### config.mk
export PLATFORM = sky130hd
export DESIGN_NAME = guia06_sweep_ctrl
export DESIGN_NICKNAME = d
export VERILOG_FILES = /design/src/rtl/guia06_sweep_ctrl.sv
export SDC_FILE = /design/constraint.sdc
export NUM_CORES = 1
export LEC_CHECK = 0
export ABC_CLOCK_PERIOD_IN_PS = 3600
export BUFFER_PORTS_ARGS = -buffer_cell sky130_fd_sc_hd__buf_2
export CAP_MARGIN = 15
export CORE_MARGIN = 2
export CORE_UTILIZATION = 57
export CTS_CLUSTER_DIAMETER = 50
export DETAILED_ROUTE_END_ITERATION = 16
export GPL_ROUTABILITY_DRIVEN = 0
export GPL_TIMING_DRIVEN = 0
export PLACE_DENSITY = 0.89
export SLEW_MARGIN = 0
export SYNTH_ARGS = -nofsm -noshare
export SYNTH_HDL_FRONTEND = slang
export SYNTH_SLANG_ARGS = --single-unit
### constraint.sdc
create_clock -name clk -period 3.6 [get_ports clk]
set_clock_uncertainty 0.15 [all_clocks]
set_input_delay 0.36 -clock clk [delete_from_list [all_inputs] [get_ports clk]]
set_output_delay 0.36 -clock clk [all_outputs]
set_load 0.1 [all_outputs]
### src/rtl/guia06_sweep_ctrl.sv
// guia06_sweep_ctrl: steps the Guia06 function (s = x&~z | x&~y) through all 8 input
// vectors, captures its truth table and compares it against EXPECT.
//   clk, rst_n        clock (rising edge) and asynchronous active-low reset
//   start, abort      begin a sweep (IDLE only) / cancel a running sweep
//   s_in              output s of the function under test
//   x, y, z           function inputs, {x,y,z} = current vector index
//   busy, done        sweep in progress / one-cycle completion pulse
//   pass              captured table == EXPECT, valid from done until next start
//   table_out         captured table, bit[idx] = s for idx = {x,y,z}
//   fail_idx          lowest mismatching index (0 when pass)
//   fail_cnt          number of mismatching entries
module guia06_sweep_ctrl #(
  parameter int unsigned SETTLE = 1,
  parameter logic [7:0]  EXPECT = 8'h70
) (
  input  logic       clk,
  input  logic       rst_n,
  input  logic       start,
  input  logic       abort,
  input  logic       s_in,
  output logic       x,
  output logic       y,
  output logic       z,
  output logic       busy,
  output logic       done,
  output logic       pass,
  output logic [7:0] table_out,
  output logic [2:0] fail_idx,
  output logic [3:0] fail_cnt
);
  typedef enum logic [1:0] {IDLE, DRIVE, SAMPLE, DONE} state_t;
  state_t     state_q;
  logic [2:0] idx_q;
  logic [3:0] cnt_q;
  logic [2:0] xyz_q;
  logic       busy_q;
  logic       done_q;
  logic       pass_q;
  logic [7:0] table_q;
  logic [2:0] fidx_q;
  logic [3:0] fcnt_q;
  logic [7:0] diff;
  logic [2:0] fidx_d;
  logic [3:0] fcnt_d;
  // Descending scan so the last hit left in fidx_d is the lowest mismatching index.
  always_comb begin
    diff   = table_q ^ EXPECT;
    fidx_d = '0;
    fcnt_d = '0;
    for (int i = 7; i >= 0; i--) begin
      if (diff[i]) fidx_d = 3'(i);
      fcnt_d = fcnt_d + {3'b000, diff[i]};
    end
  end
  always_ff @(posedge clk or negedge rst_n) begin
    if (!rst_n) begin
      state_q <= IDLE;
      idx_q   <= '0;
      cnt_q   <= '0;
      xyz_q   <= '0;
      busy_q  <= 1'b0;
      done_q  <= 1'b0;
      pass_q  <= 1'b0;
      table_q <= '0;
      fidx_q  <= '0;
      fcnt_q  <= '0;
    end else begin
      done_q <= 1'b0;
      // Abort takes effect before any capture in the same cycle; the partial table stays.
      if (abort && (state_q == DRIVE || state_q == SAMPLE)) begin
        state_q <= IDLE;
        xyz_q   <= '0;
        busy_q  <= 1'b0;
        pass_q  <= 1'b0;
        fcnt_q  <= '0;
      end else begin
        case (state_q)
          IDLE: if (start && !abort) begin
            state_q <= DRIVE;
            idx_q   <= '0;
            cnt_q   <= 4'(SETTLE);
            xyz_q   <= '0;
            busy_q  <= 1'b1;
            pass_q  <= 1'b0;
            table_q <= '0;
            fidx_q  <= '0;
            fcnt_q  <= '0;
          end
          DRIVE: if (cnt_q == '0) state_q <= SAMPLE;
                 else cnt_q <= cnt_q - 4'd1;
          SAMPLE: begin
            table_q[idx_q] <= s_in;
            if (idx_q == 3'd7) begin
              state_q <= DONE;
              busy_q  <= 1'b0;
            end else begin
              idx_q   <= idx_q + 3'd1;
              xyz_q   <= idx_q + 3'd1;
              cnt_q   <= 4'(SETTLE);
              state_q <= DRIVE;
            end
          end
          DONE: begin
            done_q  <= 1'b1;
            pass_q  <= (diff == '0);
            fidx_q  <= fidx_d;
            fcnt_q  <= fcnt_d;
            xyz_q   <= '0;
            state_q <= IDLE;
          end
          default: state_q <= IDLE;
        endcase
      end
    end
  end
  assign {x, y, z}  = xyz_q;
  assign busy       = busy_q;
  assign done       = done_q;
  assign pass       = pass_q;
  assign table_out  = table_q;
  assign fail_idx   = fidx_q;
  assign fail_cnt   = fcnt_q;
endmodule

After elaboration in Yosys (flattened, before gate mapping)
Cells that the tools add are included.
{"block": "totals", "ramBits": 0, "mem_count": 0, "inputBits": 5, "elab_cells": 96, "regBits": 30, "latch_bits": 0, "rom_bits": 0, "output_inout_bits": 21}
{"block": "op_classes", "eq_ne": 11, "div": 0, "n_lt_le_gt_ge": 2, "n_bitwise": 2, "add_sub_neg": 9, "n_shift": 0, "reduce_logical": 22, "multipliers": 0, "muxes": 40}
{"operator": "$mux W3", "count": 11}
{"operator": "$mux W4", "count": 5}
{"operator": "$add A4 B1 Y4", "count": 4}
{"operator": "$pmux W8 S2", "count": 1}
{"operator": "$pmux W3 S2", "count": 2}
{"operator": "$pmux W4 S3", "count": 1}
{"operator": "$reduce_and A3 Y1", "count": 4}
{"operator": "$pmux W3 S3", "count": 1}
{"operator": "$reduce_bool A3 Y1", "count": 3}
{"operator": "$bwmux W8", "count": 1}
{"operator": "$logic_not A8 Y1", "count": 1}
{"operator": "$mux W1", "count": 8}
{"operator": "$mux W2", "count": 4}
{"operator": "$mux W8", "count": 1}
{"operator": "$pmux W2 S4", "count": 1}
{"operator": "$pmux W4 S2", "count": 1}
{"operator": "$ne A2 B2 Y1 const B", "count": 3}
{"operator": "$ne A3 B1 Y1 const B", "count": 2}
{"operator": "$ne A3 B3 Y1 const B", "count": 2}
{"operator": "$reduce_and A5 Y1", "count": 1}
{"operator": "$add A3 B1 Y4", "count": 1}
{"operator": "$eq A2 B2 Y1 const B", "count": 2}
{"operator": "$logic_not A4 Y1", "count": 1}
{"operator": "$lt A3 B4 Y1 const B", "count": 1}
{"operator": "other kinds (19)", "count": 24}

Longest topological paths before layout
{"block": "logic_depth", "ltp_word": 10, "ltp_mapped": 11, "depth_no_buf": 11}

Least setup slack after synthesis
No wires, ideal clock.
{"block": "synth_timing", "kind": "reg2reg", "startpoint": "register table_q[1] (netlist: table_out[1])", "endpoint": "register fcnt_q[2] (netlist: fail_cnt[2])", "n_path_buf": 0, "period_less_slack_ns": 3.785, "path_slack_ns": -0.185, "path_stages_with_launch": 12, "arrival_ns": 3.510, "cell_sequence": "dfrtp_1 fa_1 fa_1 inv_1 fa_1 inv_1 ha_1 inv_1 fa_1 xor2_1 nor2_1 mux2_2"}
{"block": "synth_between", "elab_chain_cells": 4}
{"element": "start, declared", "line_no": "39", "text": "logic [7:0] table_q;"}
{"element": "start signal, assigned by index", "line_no": "92", "text": "table_q[idx_q] <= s_in;"}
{"element": "$add A4 B1 Y4 (2 in series)", "line_no": "52", "text": "fcnt_d = fcnt_d + {3'b000, diff[i]};"}
{"element": "$pmux W4 S2", "line_no": "77", "text": "case (state_q)"}
{"element": "$mux W4", "line_no": "70", "text": "if (abort && (state_q == DRIVE || state_q == SAMPLE)) begin"}
{"element": "end signal, assigned", "line_no": "107", "text": "fcnt_q <= fcnt_d;"}
{"element": "end, declared", "line_no": "41", "text": "logic [3:0] fcnt_q;"}
No other way between the ends.
A chain may end at the register's enable or synchronous reset.

Final worst setup path
{"block": "layout_timing", "startpoint": "register table_q[0] (netlist: table_out[0])", "endpoint": "register fcnt_q[2] (netlist: fail_cnt[2])"}
{"block": "layout_between", "elab_chain_cells": 3}
{"element": "$add A4 B1 Y4", "line_no": "52"}
{"element": "$pmux W4 S2", "line_no": "77"}
{"element": "$mux W4", "line_no": "70"}
No other way between the ends.

==> flow_summary.ini <==
[place]
place_area_um2 = 2043
hpwl_mm = 2.853
portBuffers = 25

[timing]
rsz0062_at_grt = no
hold_viol_final = 0
slew_violations = 0
setup_violations = 0
worst_pin_slew_ps = 655.4
timing.hold.ws_ps = 216.0
fmax_mhz = 302.2
relSlewSlack_pct = 56.31
fin_tns_setup_ps = 0
post-route-min-period_ps = 3309
period_share_pct = 91.90

[grt]
grt.overflow.total = 0
grt_pass1_vias = 1447
antenna_found_initial = 0
grt_max_degree = 31
grtUsageTotal_pct = 23.16
grt_pass1_wl_mm = 6.334

[setup_path]
crit_path_frequent_cell = fa_1
r2r_cells = 11
critPathBufInv = 3
worstReg2RegStart = table_out[0]$_DFFE_PN0P_
regToRegEndpoint = fail_cnt[2]$_DFFE_PN0P_
end_kind = flop
worstSetupStartpointType = flop
worstPathRequired_ps = 3680
critPathMaxFanout = 4
crit_chain = fa_1 -> fa_1 -> inv_1 -> fa_1 -> inv_1 -> ha_1 -> inv_1 -> fa_1 -> xor2_1 -> nor2_1 -> mux2_2
path_delay_family = adder cells
path_class = flop to flop
critical-path-max-stage-delay_ps = 490
critPathArrivalTime_ps = 3390
reg2reg_slack_ps = 290
slowest_stage = fa_1

[final_layout]
drive_gt1_share_pct = 24.11
fin_util_pct = 69.27
num-nets-final = 244
antenna_cells = 0
nFillCells = 265
fin_area_um2 = 2132
multi_input_comb_area_um2 = 1005
final_cell_mix = buf_2 (27), dfrtp_1 (27), inv_1 (20), nand2_1 (14), ha_1 (12)
layout.area.seq_um2 = 754.5
area_growth_pct = 14.67

[floorplan]
io_pins = 26
rows = 20
core_um2 = 3078
dieHeight_um = 61.12
die_x_um = 61.12
start_util_pct = 60.41
dieArea_um2 = 3735

[clock_tree]
cts-root-buf = clkbuf_4
post_cts_buffers = 0
cts_buffers = 5
path_clk_slew_ps = 110
clockBufferDepth = 2
cts_sinks = 30
htree_num_levels = 2
cts_tree = built
insertion_delay_ps = 350

[synth]
synth_edf_count = 0
yosysWarnings = 0
syn_avg_cell_area_um2 = 9.786
synth_async_sr_flop_share_pct = 100.0
syn_nets = 211
yosysUniqueCellTypes = 45
netlist_instances = 190
synth_flop_cell = dfrtp_1
seq_area_frac_synth_pct = 40.38
ys_ff_latch = 30
syn_area_um2 = 1859

[run]
maxCapViolCount = 0

[min_path]
hold-path-endpoint = busy$_DFFE_PN0P_
min_from = start
min_path_cells = 3
hold_path_class = input pin to flop

[power]
vdd_drop_max_mv = 0.6127
power_w = 0.001726
leakage_nw = 1.035
power_density_nw_per_um2 = 809.5

[drt]
firstDrtPassIters = 4
drc = 0
vias = 1529
viasPerCell = 5.705
wl_mm = 3.777
postRouteAntennaNets = 0
drt_iter0_drc = 46
wire_per_inst_um = 14.09

[status]
status = finished clean
per-stage QoR:
step	setup WS, ps	cells
6_report	291.4	268
3_3_place_gp	399.4	259
4_1_cts	294.7	268
3_5_place_dp	308.6	259
5_1_grt	173.4	268
2_1_floorplan	123.6	190
worst register-to-register path, stage by stage (launching register included):
cell and delay (ps):
dfrtp_2 450, fa_1 490, fa_1 490, inv_1 50
fa_1 420, inv_1 70, ha_1 160, inv_1 60
fa_1 390, xor2_1 140, nor2_1 50, mux2_2 250
area by class of cell:
type,instances,area share (%)
Buffer,5,1.174
Clock inverter,2,1.761
Sequential cell,30,35.39
Tap cell,44,2.582
Timing Repair Buffer,26,6.338
Inverter,21,3.697
Clock buffer,6,1.937
Multi-Input combinational cell,134,47.12
routing by layer:
layer | part of all wire (%) | vias to the layer above | track usage (%)
met1 | 43 | 744 | 28.46
met5 | 0 | - | 0
met3 | 4.8 | 6 | 7.143
met2 | 50 | 35 | 37.84
met4 | 1.6 | 0 | 9.627
li1 | - | 744 | -
worst max-delay path by stage:
stage	slack, ps	cells past startpoint	to	from
floorplan	120	11	fail_cnt[2]$_DFFE_PN0P_	table_out[5]$_DFFE_PN0P_
global placement	400	11	fail_cnt[2]$_DFFE_PN0P_	table_out[0]$_DFFE_PN0P_
detailed placement	310	11	fail_cnt[2]$_DFFE_PN0P_	table_out[0]$_DFFE_PN0P_
CTS	290	11	fail_cnt[2]$_DFFE_PN0P_	table_out[0]$_DFFE_PN0P_
global route	170	11	fail_cnt[2]$_DFFE_PN0P_	table_out[0]$_DFFE_PN0P_
finish	290	11	fail_cnt[2]$_DFFE_PN0P_	table_out[0]$_DFFE_PN0P_
power by group:
group	internal, W	switching [W]
combinational	0.000304	0.000674
clock	0.000146	0.000124
sequential	0.000409	0.0000683
cell usage after synthesis (2+ instances only):
master	n	area share [%]
nor2_1	8	1.6
clkbuf_1	2	0.40
o22ai_1	5	1.7
o21ai_0	8	2.2
mux2i_1	3	1.6
mux2_2	8	4.8
o31ai_1	8	3.2
nand4_1	3	1.0
nor2b_1	5	1.7
inv_1	20	4.0
o21ai_1	6	1.6
o21a_1	2	0.81
a22o_1	2	0.94
ha_1	12	8.1
buf_2	2	0.54
dfrtp_1	30	40
nand3_1	8	2.2
nand2b_1	5	1.7
nand2_1	14	2.8
fa_1	4	4.3
a21oi_1	11	3.0
cells by family after synthesis:
| kind of cell | Yosys count | synth area share [%] |
|---|---|---|
| fa+ha+maj | 16 | 12.38 |
| mux | 11 | 6.461 |
| simple gates | 51 | 14.20 |
| flops | 30 | 40.38 |
| xor+xnor | 1 | 0.4711 |
| buf+inv | 26 | 5.585 |
| compound gates | 55 | 20.53 |
timing repair:
action                                 CTS  global route
endpoints found under the hold margin   30             0
hold buffers                             1             0
gates resized for setup                  0             0
registers in the layout, indices dropped and copies added, names as in the netlist:
| name | count |
|---|---|
| busy | 1 |
| cnt_q | 4 |
| done | 1 |
| fail_cnt | 4 |
| fail_idx | 3 |
| idx_q | 3 |
| pass | 1 |
| state_q | 2 |
| table_out | 8 |
| xyz_q | 3 |
Note: power is estimated with default switching activity, not from simulation.
